==> config.mk <==
export PLATFORM = sky130hd
export DESIGN_NAME = fg_prog_sequencer
export DESIGN_NICKNAME = d
export VERILOG_FILES = /design/src/rtl/fg_prog_pkg.sv /design/src/rtl/fg_prog_timer.sv /design/src/rtl/fg_prog_sequencer.sv
export SDC_FILE = /design/constraint.sdc
export NUM_CORES = 1
export LEC_CHECK = 0
export CAP_MARGIN = 20
export CORE_ASPECT_RATIO = 1.75
export CORE_UTILIZATION = 54
export DETAILED_ROUTE_END_ITERATION = 12
export PLACE_DENSITY = 0.8
export SLEW_MARGIN = 30
export SYNTH_ARGS = -nofsm -noshare
export SYNTH_HDL_FRONTEND = slang
export SYNTH_SLANG_ARGS = --single-unit
==> constraint.sdc <==
create_clock -name clk -period 3.2 [get_ports clk]
set_input_delay 0.96 -clock clk [delete_from_list [all_inputs] [get_ports clk]]
set_output_delay 0.96 -clock clk [all_outputs]
set_load 0.05 [all_outputs]
==> src/rtl/fg_prog_pkg.sv <==
// fg_prog_pkg
// Shared types for the floating-gate programming sequencer.
//   mode_e  : command mode encoding as presented on cmd_mode
//   state_e : sequencer FSM states
//   REP_W   : width of the repeat count field/counter
//   is_pulse_mode() : true for modes that drive a programming pulse
package fg_prog_pkg;

  typedef enum logic [1:0] {
    MODE_READ   = 2'b00,
    MODE_INJECT = 2'b01,
    MODE_TUNNEL = 2'b10,
    MODE_RSVD   = 2'b11
  } mode_e;

  typedef enum logic [2:0] {
    ST_IDLE,
    ST_SETUP,
    ST_PULSE,
    ST_HOLD,
    ST_MEAS,
    ST_DONE,
    ST_ERR
  } state_e;

  localparam int REP_W = 8;

  function automatic logic is_pulse_mode(input mode_e m);
    return (m == MODE_INJECT) || (m == MODE_TUNNEL);
  endfunction

endpackage

==> src/rtl/fg_prog_timer.sv <==
// fg_prog_timer
// Loadable down-counter used for both settle and pulse intervals.
// Loading N-1 makes the zero flag rise in the N-th cycle after the load,
// so an N-cycle state ends when zero is seen. The counter parks at 0.
// Ports:
//   clk, rst_n : clock, asynchronous active-low reset
//   load       : load load_val (takes priority over en)
//   en         : decrement while non-zero
//   load_val   : value to load
//   zero       : count is zero
module fg_prog_timer #(
  parameter int W = 16
) (
  input  logic         clk,
  input  logic         rst_n,
  input  logic         load,
  input  logic         en,
  input  logic [W-1:0] load_val,
  output logic         zero
);

  logic [W-1:0] count_reg;

  always_ff @(posedge clk or negedge rst_n) begin
    if (!rst_n) begin
      count_reg <= '0;
    end else if (load) begin
      count_reg <= load_val;
    end else if (en && (count_reg != '0)) begin
      count_reg <= count_reg - W'(1);
    end
  end

  assign zero = (count_reg == '0);

endmodule

==> src/rtl/fg_prog_sequencer.sv <==
// fg_prog_sequencer
// Timed, abortable programming sequencer for a multi-island floating-gate
// crossbar. Takes one command over a valid/ready handshake and drives the
// decoder addresses, island select, drain select, program switch and tunnel
// supply enable through SETUP -> (PULSE/HOLD)* or MEAS/HOLD -> DONE.
// Ports:
//   clk, rst_n          : clock, asynchronous active-low reset
//   cmd_valid/cmd_ready : command handshake (ready only in IDLE out of reset)
//   cmd_island/row/col  : target cell
//   cmd_mode            : 00 READ, 01 INJECT, 10 TUNNEL, 11 reserved
//   cmd_pulse           : pulse length in cycles
//   cmd_repeat          : number of pulses (0 behaves as 1)
//   abort               : end the current command early
//   isl_sel             : one-hot island select
//   vdec_addr/hdec_addr : vertical / horizontal decoder addresses
//   dec_en              : decoders enabled
//   drain_en/prog_sw_en/vtun_en : drain select, program switch, tunnel supply
//   meas_strobe         : one-cycle read sample strobe
//   busy                : not IDLE
//   done/err            : one-cycle completion / rejection pulses
//   aborted             : qualifies done when the command was aborted
module fg_prog_sequencer
  import fg_prog_pkg::*;
#(
  parameter  int NUM_ISLANDS = 2,
  parameter  int ROWS        = 16,
  parameter  int COLS        = 32,
  parameter  int ROW_BITS    = 6,
  parameter  int COL_BITS    = 6,
  parameter  int PULSE_W     = 16,
  parameter  int SETTLE_CYC  = 4,
  localparam int ISL_W       = (NUM_ISLANDS > 1) ? $clog2(NUM_ISLANDS) : 1
) (
  input  logic                   clk,
  input  logic                   rst_n,
  input  logic                   cmd_valid,
  output logic                   cmd_ready,
  input  logic [ISL_W-1:0]       cmd_island,
  input  logic [ROW_BITS-1:0]    cmd_row,
  input  logic [COL_BITS-1:0]    cmd_col,
  input  logic [1:0]             cmd_mode,
  input  logic [PULSE_W-1:0]     cmd_pulse,
  input  logic [REP_W-1:0]       cmd_repeat,
  input  logic                   abort,
  output logic [NUM_ISLANDS-1:0] isl_sel,
  output logic [ROW_BITS-1:0]    vdec_addr,
  output logic [COL_BITS-1:0]    hdec_addr,
  output logic                   dec_en,
  output logic                   drain_en,
  output logic                   prog_sw_en,
  output logic                   vtun_en,
  output logic                   meas_strobe,
  output logic                   busy,
  output logic                   done,
  output logic                   err,
  output logic                   aborted
);

  localparam logic [PULSE_W-1:0] SETTLE_LOAD = PULSE_W'(SETTLE_CYC - 1);

  state_e               state_reg, state_next;
  mode_e                mode_reg, mode_next;
  mode_e                cmd_mode_e;
  logic [PULSE_W-1:0]   pulse_reg;
  logic [ISL_W-1:0]     isl_reg, isl_next;
  logic [ROW_BITS-1:0]  row_reg, row_next;
  logic [COL_BITS-1:0]  col_reg, col_next;
  logic [REP_W-1:0]     rep_reg, rep_next;
  logic                 abort_flag_reg, abort_flag_next;
  logic [NUM_ISLANDS-1:0] isl_onehot_next;

  logic                 accept;
  logic                 cmd_bad;
  logic                 addr_active;
  logic                 timer_load;
  logic [PULSE_W-1:0]   timer_val;
  logic                 timer_zero;

  assign cmd_ready  = (state_reg == ST_IDLE) && rst_n;
  assign busy       = (state_reg != ST_IDLE);
  assign accept     = cmd_valid && cmd_ready;
  assign cmd_mode_e = mode_e'(cmd_mode);

  // Rejected commands never reach SETUP, so no address or enable is driven.
  assign cmd_bad = (32'(cmd_island) >= NUM_ISLANDS) ||
                   (32'(cmd_row) >= ROWS) ||
                   (32'(cmd_col) >= COLS) ||
                   (cmd_mode_e == MODE_RSVD) ||
                   ((cmd_pulse == '0) && is_pulse_mode(cmd_mode_e));

  // Output registers are loaded from the values the state being entered
  // will use, so a freshly accepted command shows its address in cycle 1.
  assign mode_next = accept ? cmd_mode_e : mode_reg;
  assign isl_next  = accept ? cmd_island : isl_reg;
  assign row_next  = accept ? cmd_row    : row_reg;
  assign col_next  = accept ? cmd_col    : col_reg;

  for (genvar gi = 0; gi < NUM_ISLANDS; gi++) begin : g_isl_dec
    assign isl_onehot_next[gi] = (32'(isl_next) == gi);
  end

  fg_prog_timer #(
    .W (PULSE_W)
  ) u_timer (
    .clk      (clk),
    .rst_n    (rst_n),
    .load     (timer_load),
    .en       (1'b1),
    .load_val (timer_val),
    .zero     (timer_zero)
  );

  // Next-state and interval-timer control. The timer is reloaded only on
  // transitions into a timed state; otherwise it free-runs down to zero.
  always_comb begin
    state_next      = state_reg;
    rep_next        = rep_reg;
    abort_flag_next = abort_flag_reg;
    timer_load      = 1'b0;
    timer_val       = SETTLE_LOAD;
    case (state_reg)
      ST_IDLE: begin
        if (accept) begin
          abort_flag_next = 1'b0;
          if (cmd_bad) begin
            state_next = ST_ERR;
          end else begin
            state_next = ST_SETUP;
            timer_load = 1'b1;
            // rep counts pulses still owed after the first one.
            if ((cmd_mode_e == MODE_READ) || (cmd_repeat == '0)) begin
              rep_next = '0;
            end else begin
              rep_next = cmd_repeat - REP_W'(1);
            end
          end
        end
      end
      ST_SETUP: begin
        if (abort) begin
          abort_flag_next = 1'b1;
          state_next      = ST_HOLD;
          timer_load      = 1'b1;
        end else if (timer_zero) begin
          if (mode_reg == MODE_READ) begin
            state_next = ST_MEAS;
          end else begin
            state_next = ST_PULSE;
            timer_load = 1'b1;
            timer_val  = pulse_reg - PULSE_W'(1);
          end
        end
      end
      ST_PULSE: begin
        if (abort) begin
          abort_flag_next = 1'b1;
        end
        if (abort || timer_zero) begin
          state_next = ST_HOLD;
          timer_load = 1'b1;
        end
      end
      ST_MEAS: begin
        if (abort) begin
          abort_flag_next = 1'b1;
        end
        state_next = ST_HOLD;
        timer_load = 1'b1;
      end
      ST_HOLD: begin
        // An abort here lets the settle run out but cancels further pulses.
        if (abort) begin
          abort_flag_next = 1'b1;
        end
        if (timer_zero) begin
          if ((rep_reg != '0) && !abort && !abort_flag_reg) begin
            state_next = ST_PULSE;
            rep_next   = rep_reg - REP_W'(1);
            timer_load = 1'b1;
            timer_val  = pulse_reg - PULSE_W'(1);
          end else begin
            state_next = ST_DONE;
          end
        end
      end
      ST_DONE: state_next = ST_IDLE;
      ST_ERR:  state_next = ST_IDLE;
      default: state_next = ST_IDLE;
    endcase
  end

  assign addr_active = (state_next == ST_SETUP) || (state_next == ST_PULSE) ||
                       (state_next == ST_HOLD)  || (state_next == ST_MEAS);

  // FSM state, command fields and all registered outputs.
  always_ff @(posedge clk or negedge rst_n) begin
    if (!rst_n) begin
      state_reg      <= ST_IDLE;
      mode_reg       <= MODE_READ;
      pulse_reg      <= '0;
      isl_reg        <= '0;
      row_reg        <= '0;
      col_reg        <= '0;
      rep_reg        <= '0;
      abort_flag_reg <= 1'b0;
      isl_sel        <= '0;
      vdec_addr      <= '0;
      hdec_addr      <= '0;
      dec_en         <= 1'b0;
      drain_en       <= 1'b0;
      prog_sw_en     <= 1'b0;
      vtun_en        <= 1'b0;
      meas_strobe    <= 1'b0;
      done           <= 1'b0;
      err            <= 1'b0;
      aborted        <= 1'b0;
    end else begin
      state_reg      <= state_next;
      rep_reg        <= rep_next;
      abort_flag_reg <= abort_flag_next;
      if (accept) begin
        mode_reg  <= cmd_mode_e;
        pulse_reg <= cmd_pulse;
        isl_reg   <= cmd_island;
        row_reg   <= cmd_row;
        col_reg   <= cmd_col;
      end
      isl_sel     <= addr_active ? isl_onehot_next : '0;
      vdec_addr   <= addr_active ? row_next : '0;
      hdec_addr   <= addr_active ? col_next : '0;
      dec_en      <= addr_active;
      // READ keeps the drain selected through settle and sample; INJECT
      // needs it only while the program switch is closed.
      drain_en    <= ((state_next == ST_SETUP) && (mode_next == MODE_READ)) ||
                     (state_next == ST_MEAS) ||
                     ((state_next == ST_PULSE) && (mode_next == MODE_INJECT));
      prog_sw_en  <= (state_next == ST_PULSE) && (mode_next == MODE_INJECT);
      vtun_en     <= (state_next == ST_PULSE) && (mode_next == MODE_TUNNEL);
      meas_strobe <= (state_next == ST_MEAS);
      done        <= (state_next == ST_DONE);
      err         <= (state_next == ST_ERR);
      aborted     <= (state_next == ST_DONE) && abort_flag_next;
    end
  end

endmodule
======== After elaboration in Yosys (flattened, before gate mapping) ========
Cells that the tools add are included.
storage, ports and cells
  register bits ........................... 81
  input port bits ......................... 43
  output and inout port bits .............. 24
  logic and storage cells ................. 124
operators by class
  $add $sub $neg .......................... 4
  $lt $le $gt $ge ......................... 2
  equality and inequality tests ........... 19
  muxes and demuxes ....................... 42
  bitwise logic cells ..................... 1
  reductions and logical operators ........ 36
operator list
  operator               count
  $mux 16                7
  $mux 8                 5
  $logic_not 16->1       2
  $pmux 16 s2            1
  $sub 16x1->16 const B  2
  $mux 3                 8
  $mux 6                 4
  $pmux 8 s2             1
  $reduce_bool 16->1     1
  $sub 8x1->8 const B    2
  $pmux 3 s5             1
  $eq 3x2->1 const B     4
  $eq 3x3->1 const B     4
  $logic_or 1x1->1       11
  $mux 1                 11
  $logic_and 1x1->1      9
  $logic_not 8->1        1
  $ne 2x2->1 const B     4
  $reduce_bool 8->1      1
  $eq 2x2->1 const B     3
  $eq 3x1->1 const B     2
  $ge 6x5->1 const B     1
  $ge 6x6->1 const B     1
  $logic_not 2->1        3
  11 further kinds       15

======== Logic depth before layout (Yosys ltp) ========
Gate-level depths: netlist of run 1.
  word-level depth ........................ 12
  depth in mapped cells ................... 10
  depth with buffers taken out ............ 8

======== Cells and area by module ========
Synthesis of run 1 repeated with hierarchy kept, for this count alone.
second synthesis, totals
  cells, all modules ...................... 454
  area total of the unflattened synthesis .. 4475.5 µm²
by module, submodules not included
  module             times used  cells each  area an instance (µm²)  seq. area each (µm²)
  fg_prog_sequencer  1           330         3420.8                  1626.6
  fg_prog_timer      1           124         1054.8                  400.4

======== Least setup slack after synthesis of run 1 ========
No wires, ideal clock.
  path kind ............................... input-to-reg
  start ................................... input rst_n
  end ..................................... register rep_reg[3]
  library setup time ...................... 0.121 ns
  arrival ................................. 2.905 ns
  required time ........................... 3.079 ns
  setup slack ............................. 0.174 ns
  stages on the path ...................... 6
  buffers on the path ..................... 0
  cells stage by stage .................... nor4b_4 -> nand2_1 -> a211oi_2 -> a2bb2oi_2 -> o21ai_0 -> a22o_1
on the way
  longest elaborated chain between the ends .. 4
ends and longest elaborated chain
  item                        RTL line                  RTL
  start: declaration          fg_prog_sequencer.sv:35   input logic rst_n,
  $logic_and 1x1->1           fg_prog_sequencer.sv:79   assign cmd_ready = (state_reg == ST_IDLE) && rst_n;
  $logic_and 1x1->1           fg_prog_sequencer.sv:81   assign accept = cmd_valid && cmd_ready;
  $ne 2x2->1 (no line)        n/a
  $reduce_and 5->1 (no line)  n/a
  end signal: assignment      fg_prog_sequencer.sv:219  rep_reg <= rep_next;
  end: declaration            fg_prog_sequencer.sv:68   logic [REP_W-1:0] rep_reg, rep_next;
No other way between the ends.
A chain may end at the register's enable or synchronous reset.

======== Worst setup path after layout of run 1 ========
  start ................................... input cmd_mode[0]
  end ..................................... register isl_sel[1]
on the way
  longest elaborated chain between the ends .. 12
  elaborated cells between the ends (all ways) .. 18
  classes of those cells .................. 7 x eq/ne; 4 x mux; 7 x reduce/logical
ends and longest elaborated chain
  item                                      RTL line                  RTL
  start: declaration                        fg_prog_sequencer.sv:41   input logic [1:0] cmd_mode,
  $eq 2x1->1 or $eq 2x2->1 (tied branches)  fg_prog_pkg.sv:29         return (m == MODE_INJECT) || (m == MODE_TUNNEL);
  $logic_or 1x1->1                          fg_prog_pkg.sv:29
  $logic_and 1x1->1                         fg_prog_sequencer.sv:89   ((cmd_pulse == '0) && is_pulse_mode(cmd_mode_e));
  $logic_or 1x1->1 *                        fg_prog_sequencer.sv:88   (cmd_mode_e == MODE_RSVD) ||
  $mux 3 *                                  fg_prog_sequencer.sv:125  if (cmd_bad) begin
  $mux 3 *                                  fg_prog_sequencer.sv:123  if (accept) begin
  $pmux 3 s5 *                              fg_prog_sequencer.sv:121  case (state_reg)
  net state_next[1]                         fg_prog_sequencer.sv:61   state_e state_reg, state_next;
  $eq 3x1->1 or $eq 3x2->1 (tied branches)  fg_prog_sequencer.sv:192  assign addr_active = (state_next == ST_SETUP) || (state_next == ST_PULSE) ||
  $logic_or 1x1->1 (2 in series)            fg_prog_sequencer.sv:192
  $logic_or 1x1->1 *                        fg_prog_sequencer.sv:193  (state_next == ST_HOLD) || (state_next == ST_MEAS);
  $mux 2 *                                  fg_prog_sequencer.sv:228  isl_sel <= addr_active ? isl_onehot_next : '0;
  end signal: assignment                    fg_prog_sequencer.sv:228
  end: declaration                          fg_prog_sequencer.sv:45   output logic [NUM_ISLANDS-1:0] isl_sel,
Mark *: on every way through the listed nets, which the timed path passes. The rest lies on a longest branch.

==> flow_metrics.env, run 1 <==
export IMPL_status="finished, final reports clean"
export IMPL_hold_viol_final=0
export IMPL_reg2reg_depth=9
export IMPL_reg2reg_from="u_timer.count_reg[0]"
export IMPL_yosys_cell_count_top_type="dfrtp_1"
export IMPL_cts_tree="done"
export IMPL_synth_yosys_warnings=0
export IMPL_grt_max_degree=82
export IMPL_crit_top_cell="or4_4"
export IMPL_first_pass_grt_wire_length_um=16400
export IMPL_io_buffer_count=66
export IMPL_drive_gt1_frac=0.221
export IMPL_fin_crit_ns=3.08
export IMPL_post_synth_inst_count=387
export IMPL_dp_hpwl_um=7540
export IMPL_postSynth_topFlopCell="dfrtp_1"
export IMPL_post_drt_wl_per_cell_um=18.1
export IMPL_post_dp_cell_area_mm2=0.00516
export IMPL_finalSetupViolations=0
export IMPL_crit_path_cell_trace="clkdlybuf4s50_1, ha_1, or4_4, nand3_1, o21ai_1, or4_4, o21ai_4, buf_12, a21boi_0"
export IMPL_post_synth_num_cell_types=60
export IMPL_skew_ns=0.00625
export IMPL_end_kind="flop"
export IMPL_timing_worst_setup_path_type="in2reg"
export IMPL_die_height_um=119
export IMPL_startpoint_type="input pin"
export IMPL_min_period_over_period=0.962
export IMPL_detail_route_drc_violations=0
export IMPL_ys_top_cells_by_area="dfrtp_1 48%, mux2_2 8.0%, xnor2_1 4.0%, xor2_1 2.7%, ha_1 2.4%"
export IMPL_final_design_area_no_fill_mm2=0.00554
export IMPL_cts_htree_levels=3
export IMPL_grt_pass1_vias=3656
export IMPL_synth_largest_area_cell="dfrtp_1"
export IMPL_i_o_pins=67
export IMPL_dr_pass1_iters=4
export IMPL_cts_max_path_buffers=2
export IMPL_initial_core_utilization=0.557
export IMPL_report_final_slew_viol_count=0
export IMPL_finalWirelength_um=10400
export IMPL_rrSetupSlack_ns=0.42
export IMPL_grt_overflow=0
export IMPL_post_synth_edffs=0
export IMPL_cellLeakagePower_nw=2.42
export IMPL_worst_skew_pair_late_latency_ns=0.34
export IMPL_fin_setup_tns_ns=0
export IMPL_synth_fp_nets=438
export IMPL_clock_sinks=81
export IMPL_route_detailed_vias_per_inst=5.92
export IMPL_stdcell_count=577
export IMPL_fp_dieW_um=68.8
export IMPL_holdPathStages=1
export IMPL_worst_endpoint_required_ns=3.40
export IMPL_cts_made_buffers=9
export IMPL_path_max_fanout=8
export IMPL_core_rowCount=42
export IMPL_synth_top_cells_by_count="81 x dfrtp_1, 30 x mux2_2, 24 x nand2_1"
export IMPL_max_slew_margin_rel=0.413
export IMPL_grt_util_all_layers=0.274
export IMPL_weighted_congestion_reported_at_the_end_of_routability_driven_placement=0.965
export IMPL_placed_cells_incl_taps=560
export IMPL_arrival_ns=3.28
export IMPL_routed_via_count=3417
export IMPL_core_area_mm2=0.00757
export IMPL_dp_slack_ns=-0.313
export IMPL_flip_flop_and_latch_count_after_synthesis=81
export IMPL_number_of_drc_violations_after_detailed_routing_iteration_0=218
export IMPL_yosys_area_top_type_share=0.481
export IMPL_synth_cell_area_mm2=0.00421
export IMPL_n_antenna_cell=0
export IMPL_syn2layout_area_growth_pct=31.6
export IMPL_worst_hold_path_endpoint="row_reg[0]"
export IMPL_powerDensity_mw_per_mm2=858
export IMPL_achievable_frequency_mhz=325
export IMPL_drt_antenna_violating_nets=0
export IMPL_post_route_worst_setup_slack_ns=0.121
export IMPL_maxCapViolations=0
export IMPL_asyncSetResetFlopFracSynth=1.00
export IMPL_worstReg2RegEnd="isl_sel[1]"
export IMPL_cts_root_buffer_cell="clkbuf_16"
export IMPL_min_delay_start="row_reg[0]"
export IMPL_hp_class="reg2reg"
export IMPL_synth_sequential_area_ratio=0.481
export IMPL_cp_slowest_stage_delay_ns=0.57
export IMPL_syn_area_cell_um2=10.9
export IMPL_nets=536
export IMPL_peak_supply_drop_mv=0.536
export IMPL_rsz0062_at_grt="no"
export IMPL_ctsHoldBuffers=0
export IMPL_dieArea_mm2=0.00817
export IMPL_crit_path_slowest_cell="or4_4"
export IMPL_worst_slew_pin_slew_ns=0.872
export IMPL_grt_antenna_before_repair=0
export IMPL_clkTransAtPathRegs_ns=0.06
export IMPL_final_fill_count=556
-- cells by family after synthesis --
kind of cell | share of synthesized area
AO/OA/AOI/OAI | 0.144
multiplexers | 0.0850
XOR/XNOR | 0.0665
adder cells (fa/ha/maj) | 0.0238
buffers and inverters | 0.0383
AND/OR/NAND/NOR | 0.161
flip-flops | 0.481
-- routing by layer --
| metal | GRT usage | vias up | part of all wire |
|---|---|---|---|
| met1 | 0.276 | 1704 | 0.36 |
| met3 | 0.0632 | 35 | 0.038 |
| met5 | 0 | - | 0 |
| met2 | 0.484 | 90 | 0.56 |
| met4 | 0.162 | 0 | 0.045 |
| li1 | - | 1588 | - |
-- through the flow --
stage | power (mW) | util | hold WS [ns]
after floorplan | 2.99 | - | 0.466
after global placement | 3.56 | 0.681 | 0.474
after detailed placement | 3.63 | 0.681 | 0.479
after CTS | 4.72 | 0.722 | 0.494
after global routing | 4.99 | 0.732 | 0.500
final | 4.75 | 0.732 | 0.491
-- cells in the final DEF, fill, tap and decap left out, types with 4 or more instances in the layout --
master / netlist / final
a21boi_2: 8 / 8
o22ai_1: 15 / 15
nand2_1: 24 / 24
ha_1: 8 / 8
or3_1: 6 / 6
nand3_1: 4 / 4
inv_1: 20 / 20
dfrtp_1: 81 / 81
nor4_1: 9 / 7
clkdlybuf4s50_1: 0 / 64
clkbuf_16: 0 / 10
buf_4: 3 / 30
a22o_1: 6 / 6
nor3_1: 16 / 16
a21oi_1: 6 / 6
xnor2_1: 19 / 19
xor2_1: 13 / 13
o21ai_0: 18 / 18
nor2_1: 23 / 23
mux2_2: 30 / 30
nand2b_1: 5 / 5
a21boi_0: 5 / 5
-- critical path: cells and delay by family --
kind,cells,cell delay [ns]
and+or+nand+nor,3,1.09
AOI/OAI and AO/OA,3,0.39
adders and majority gates,1,0.21
buffers and inverters,2,0.61
-- power by group --
group / internal, mW / total (mW) / switching, mW
Combinational: 0.906 / 2.04 / 1.13
Sequential: 1.36 / 1.64 / 0.277
Clock: 0.678 / 1.08 / 0.398
Total: 2.95 / 4.75 / 1.81
-- how the worst max path moves through the flow --
stage,start,to,slack (ns),cells past startpoint
finish,cmd_mode[0],isl_sel[1],0.12,9
global route,cmd_mode[0],u_timer.count_reg[7],0.005,11
CTS,cmd_mode[0],u_timer.count_reg[7],0.02,11
detailed placement,cmd_mode[0],u_timer.count_reg[7],-0.31,11
global placement,cmd_mode[0],rep_reg[6],-0.20,10
floorplan,rst_n,rep_reg[3],0.17,6
-- cell type report --
| cell class | instances | area (um^2) | share of cell area |
|---|---|---|---|
| multi-input combinational | 274 | 2070 | 0.374 |
| sequential | 81 | 2030 | 0.366 |
| timing repair buffer | 98 | 942 | 0.170 |
| clock buffer | 10 | 229 | 0.0413 |
| tap | 88 | 110 | 0.0199 |
| clock inverter | 5 | 81.3 | 0.0147 |
| inverter | 21 | 78.8 | 0.0142 |
-- timing repair --
action	in CTS	in global routing
resized for setup	0	4
buffers inserted	0	0
endpoints found under the setup margin	0	30
No activity file was read; power rests on OpenSTA's default activity.
==> inputs of run 2 (changes only) <==
PLACE_DENSITY = 0.92   (was 0.8)
==> flow_metrics.env, run 2 (same netlist as run 1, synthesis figures left out) <==
export IMPL_report_final_slew_viol_count=0
export IMPL_grt_antenna_before_repair=0
export IMPL_timing_worst_setup_path_type="in2reg"
export IMPL_dp_hpwl_um=7510
export IMPL_drive_gt1_frac=0.209
export IMPL_detail_route_drc_violations=0
export IMPL_rsz0062_at_grt="no"
export IMPL_number_of_drc_violations_after_detailed_routing_iteration_0=245
export IMPL_core_area_mm2=0.00757
export IMPL_routed_via_count=3383
export IMPL_cts_made_buffers=9
export IMPL_startpoint_type="input pin"
export IMPL_nets=529
export IMPL_max_slew_margin_rel=0.358
export IMPL_min_period_over_period=0.961
export IMPL_placed_cells_incl_taps=555
export IMPL_initial_core_utilization=0.557
export IMPL_end_kind="flop"
export IMPL_cts_tree="done"
export IMPL_powerDensity_mw_per_mm2=863
export IMPL_drt_antenna_violating_nets=0
export IMPL_most_common_cell_after_layout_fill_and_taps_aside="dfrtp_1"
export IMPL_post_drt_wl_per_cell_um=18.0
export IMPL_grt_util_all_layers=0.280
export IMPL_i_o_pins=67
export IMPL_grt_overflow=0
export IMPL_die_height_um=119
export IMPL_route_detailed_vias_per_inst=5.92
export IMPL_core_rowCount=42
export IMPL_dr_pass1_iters=4
export IMPL_dieArea_mm2=0.00817
export IMPL_fp_dieW_um=68.8
export IMPL_fin_setup_tns_ns=0
export IMPL_path_max_fanout=8
export IMPL_arrival_ns=3.30
export IMPL_stdcell_count=571
export IMPL_cts_root_buffer_cell="clkbuf_16"
export IMPL_hp_class="reg2reg"
export IMPL_grt_pass1_vias=3674
export IMPL_dp_slack_ns=-0.225
export IMPL_finalSetupViolations=0
export IMPL_cts_htree_levels=3
export IMPL_post_route_worst_setup_slack_ns=0.126
export IMPL_skew_ns=0.00802
export IMPL_cts_max_path_buffers=2
export IMPL_n_antenna_cell=0
export IMPL_grt_max_degree=82
export IMPL_status="finished, final reports clean"
export IMPL_worst_slew_pin_slew_ns=0.954
export IMPL_final_design_area_no_fill_mm2=0.00544
export IMPL_cellLeakagePower_nw=2.38
export IMPL_hold_viol_final=0
export IMPL_post_dp_cell_area_mm2=0.00512
export IMPL_peak_supply_drop_mv=0.609
export IMPL_clock_sinks=81
export IMPL_mostFrequentLayoutCells="81 x dfrtp_1, 64 x clkdlybuf4s50_1, 30 x mux2_2"
export IMPL_ctsHoldBuffers=0
export IMPL_fin_crit_ns=3.07
export IMPL_first_pass_grt_wire_length_um=16800
export IMPL_maxCapViolations=0
export IMPL_worst_skew_pair_late_latency_ns=0.34
export IMPL_io_buffer_count=66
export IMPL_achievable_frequency_mhz=325
export IMPL_syn2layout_area_growth_pct=29.2
export IMPL_weighted_congestion_reported_at_the_end_of_routability_driven_placement=0.891
export IMPL_worst_endpoint_required_ns=3.43
export IMPL_clkTransAtPathRegs_ns=0.07
export IMPL_finalWirelength_um=10300
[run 2: changes by cell type in the layout (fill, tap and decap cells not counted), sizes merged]
| cell | delta |
|---|---|
| a2bb2oi | -1 |
| buf | -5 |
| bufinv | -1 |
| clkbuf | -1 |
| inv | +2 |
[run 2: timing repair]
item,4_1_cts,5_1_grt
gates resized for setup,0,1
endpoints found under the setup margin,0,30
setup buffers,0,0
[run 2: final cells by class]
class	count	area (um^2)
multi-input combinational	273	2030
timing repair buffer	92	880
inverter	21	78.8
clock inverter	6	75.1
clock buffer	10	239
tap	88	110
sequential	81	2030
fill	534	2120
[run 2: final timing paths]
| kind | start | end | slack, ns | cells after the start |
|---|---|---|---|---|
| max | cmd_mode[0] | rep_reg[6] | 0.13 | 10 |
| min | col_reg[3] | col_reg[3] | 0.50 | 1 |
| max reg2reg | u_timer.count_reg[0] | isl_sel[1] | 0.41 | 9 |
| min reg2reg | col_reg[3] | col_reg[3] | 0.50 | 1 |
| max in group asynchronous | rst_n | u_timer.count_reg[10] | 1.95 | 2 |
| min in group asynchronous | rst_n | rep_reg[7] | 0.75 | 2 |
[run 2: report_power, final]
| group | internal [mW] | switching, mW | leakage, nW |
|---|---|---|---|
| clock | 0.636 | 0.434 | 0.151 |
| combinational | 0.867 | 1.11 | 1.19 |
| sequential | 1.36 | 0.293 | 1.04 |
[run 2: worst max-delay path, cell delays in order]
cell and delay [ns]:
clkdlybuf4s50_1 0.51, inv_1 0.06, ha_1 0.29, nor4b_2 0.17, and2_1 0.17, a211oi_2 0.26
buf_4 0.19, a2bb2oi_2 0.29, o21ai_0 0.15, a22o_1 0.25
[run 2: stage by stage]
step | total power [mW] | hold WS (ns) | utilization
6_report | 4.70 | 0.499 | 0.719
2_1_floorplan | 2.99 | 0.466 | -
3_3_place_gp | 3.52 | 0.473 | 0.676
4_1_cts | 4.71 | 0.500 | 0.718
5_1_grt | 4.94 | 0.510 | 0.719
3_5_place_dp | 3.61 | 0.485 | 0.676
[run 2: layer usage]
layer	share of wire	vias up	GRT usage
met3	0.042	41	0.0594
met1	0.37	1662	0.296
li1	-	1572	-
met5	0	-	0
met4	0.043	0	0.156
met2	0.55	108	0.489
==> inputs of run 3 (changes only) <==
CTS_CLUSTER_DIAMETER = 40   (was unset)
GPL_TIMING_DRIVEN = 0   (was unset)
==> flow_metrics.env, run 3 (same netlist as run 1, synthesis figures left out) <==
export IMPL_grt_util_all_layers=0.284
export IMPL_clock_sinks=81
export IMPL_crit_path_cell_trace="clkdlybuf4s50_1, inv_1, ha_1, nor4b_4, nand4_1, o21ai_2, or4_4, o21ai_4, buf_4, a21boi_0"
export IMPL_grt_max_degree=53
export IMPL_cellLeakagePower_nw=2.36
export IMPL_fin_util=0.715
export IMPL_cp_slowest_stage_delay_ns=0.57
export IMPL_weighted_congestion_reported_at_the_end_of_routability_driven_placement=0.920
export IMPL_status="finished, final reports clean"
export IMPL_reg2reg_from="u_timer.count_reg[0]"
export IMPL_final_fill_count=529
export IMPL_routed_via_count=3431
export IMPL_initial_core_utilization=0.557
export IMPL_cts_max_path_buffers=2
export IMPL_worstReg2RegEnd="isl_sel[1]"
export IMPL_n_antenna_cell=0
export IMPL_core_area_mm2=0.00757
export IMPL_max_slew_margin_rel=0.577
export IMPL_crit_path_start="cmd_mode[1]"
export IMPL_finalSetupViolations=0
export IMPL_reg2reg_depth=9
export IMPL_worst_slew_pin_slew_ns=0.634
export IMPL_cts_made_buffers=9
export IMPL_dr_pass1_iters=4
export IMPL_nets=519
export IMPL_syn2layout_area_growth_pct=28.4
export IMPL_drt_antenna_violating_nets=0
export IMPL_core_rowCount=42
export IMPL_grt_antenna_before_repair=0
export IMPL_post_dp_cell_area_mm2=0.00501
export IMPL_die_height_um=119
export IMPL_worst_skew_pair_late_latency_ns=0.34
export IMPL_rrSetupSlack_ns=0.42
export IMPL_first_pass_grt_wire_length_um=17000
export IMPL_worst_endpoint_required_ns=3.41
export IMPL_maxCapViolations=0
export IMPL_worst_hold_slack_ns=0.490
export IMPL_report_final_slew_viol_count=0
export IMPL_cts_root_buffer_cell="clkbuf_16"
export IMPL_ctsHoldBuffers=0
export IMPL_end_kind="flop"
export IMPL_placed_cells_incl_taps=542
export IMPL_drive_gt1_frac=0.195
export IMPL_worstSetupEndpoint="vdec_addr[0]"
export IMPL_power_total_mw=4.65
export IMPL_fin_setup_tns_ns=0
export IMPL_dieArea_mm2=0.00817
export IMPL_post_route_worst_setup_slack_ns=0.110
export IMPL_dp_slack_ns=-0.738
export IMPL_post_drt_wl_per_cell_um=18.7
export IMPL_number_of_drc_violations_after_detailed_routing_iteration_0=282
export IMPL_timing_worst_setup_path_type="in2reg"
export IMPL_hp_class="reg2reg"
export IMPL_dp_hpwl_um=7400
export IMPL_grt_overflow=0
export IMPL_final_design_area_no_fill_mm2=0.00541
export IMPL_fp_dieW_um=68.8
export IMPL_fin_crit_ns=3.09
export IMPL_startpoint_type="input pin"
export IMPL_grt_pass1_vias=3662
export IMPL_min_period_over_period=0.966
export IMPL_detail_route_drc_violations=0
export IMPL_finalWirelength_um=10500
export IMPL_path_max_fanout=5
export IMPL_cts_htree_levels=3
export IMPL_peak_supply_drop_mv=0.627
export IMPL_cts_tree="done"
export IMPL_arrival_ns=3.30
export IMPL_io_buffer_count=66
export IMPL_hold_viol_final=0
export IMPL_stdcell_count=560
export IMPL_i_o_pins=67
export IMPL_crit_path_slowest_cell="or4_4"
export IMPL_achievable_frequency_mhz=324
export IMPL_powerDensity_mw_per_mm2=861
export IMPL_most_common_cell_after_layout_fill_and_taps_aside="dfrtp_1"
export IMPL_clkTransAtPathRegs_ns=0.06
export IMPL_skew_ns=0.00563
export IMPL_route_detailed_vias_per_inst=6.13
export IMPL_mostFrequentLayoutCells="81 x dfrtp_1, 63 x clkdlybuf4s50_1, 30 x mux2_2"
==> run 3: cell count changes in the layout (fill, tap and decap cells not counted), sizes merged <==
cell / change
clkinvlp: -1
dlymetal6s2s: +1
bufinv: +1
inv: -2
buf: -16
clkinv: +1
clkdlybuf4s50: -1
clkbuf: +6
==> run 3: power by group <==
| part | leakage (nW) | switching (mW) | total [mW] | internal (mW) |
|---|---|---|---|---|
| combinational | 1.17 | 1.13 | 2.01 | 0.878 |
| sequential | 1.04 | 0.280 | 1.64 | 1.36 |
| clock | 0.142 | 0.406 | 1.01 | 0.599 |
==> run 3: what timing repair did <==
action / CTS / global route
pin swaps: 1 / 3
gates cloned: 0 / 1
buffers inserted: 2 / 0
hold endpoints to repair: 0 / 0
endpoints found under the setup margin: 48 / 51
resized for setup: 11 / 9
==> run 3: routing by layer <==
layer | wire [um] | share of wire | global-route usage | vias to the layer above
met2 | 5600 | 0.53 | 0.480 | 149
met3 | 556 | 0.053 | 0.0661 | 43
met5 | 0 | 0 | 0 | -
met4 | 481 | 0.046 | 0.182 | 0
met1 | 3840 | 0.37 | 0.301 | 1689
li1 | - | - | - | 1550
==> run 3: worst min path at each step <==
stage,end,start,cells past startpoint,slack [ns]
after floorplan,col_reg[0],col_reg[0],1,0.47
after global placement,col_reg[5],col_reg[5],1,0.47
after detailed placement,row_reg[0],row_reg[0],1,0.48
after CTS,pulse_reg[3],rst_n,1,0.49
after global routing,row_reg[0],row_reg[0],1,0.50
final,row_reg[2],row_reg[2],1,0.49
==> run 3: worst max-delay path, delay by kind of cell <==
kind,cells,cell delay (ns)
adder cells (fa/ha/maj),1,0.33
AO/OA/AOI/OAI,3,0.43
AND/OR/NAND/NOR,3,0.86
buffers and inverters,3,0.71
==> run 3: area by class of cell <==
cell class | count | area [um^2] | area share
Inverter | 21 | 92.6 | 0.0171
Timing Repair Buffer | 70 | 729 | 0.135
Sequential cell | 81 | 2030 | 0.375
Clock inverter | 5 | 57.6 | 0.0106
Tap cell | 88 | 110 | 0.0204
Multi-Input combinational cell | 273 | 2080 | 0.384
Buffer | 12 | 83.8 | 0.0155
Clock buffer | 10 | 229 | 0.0423
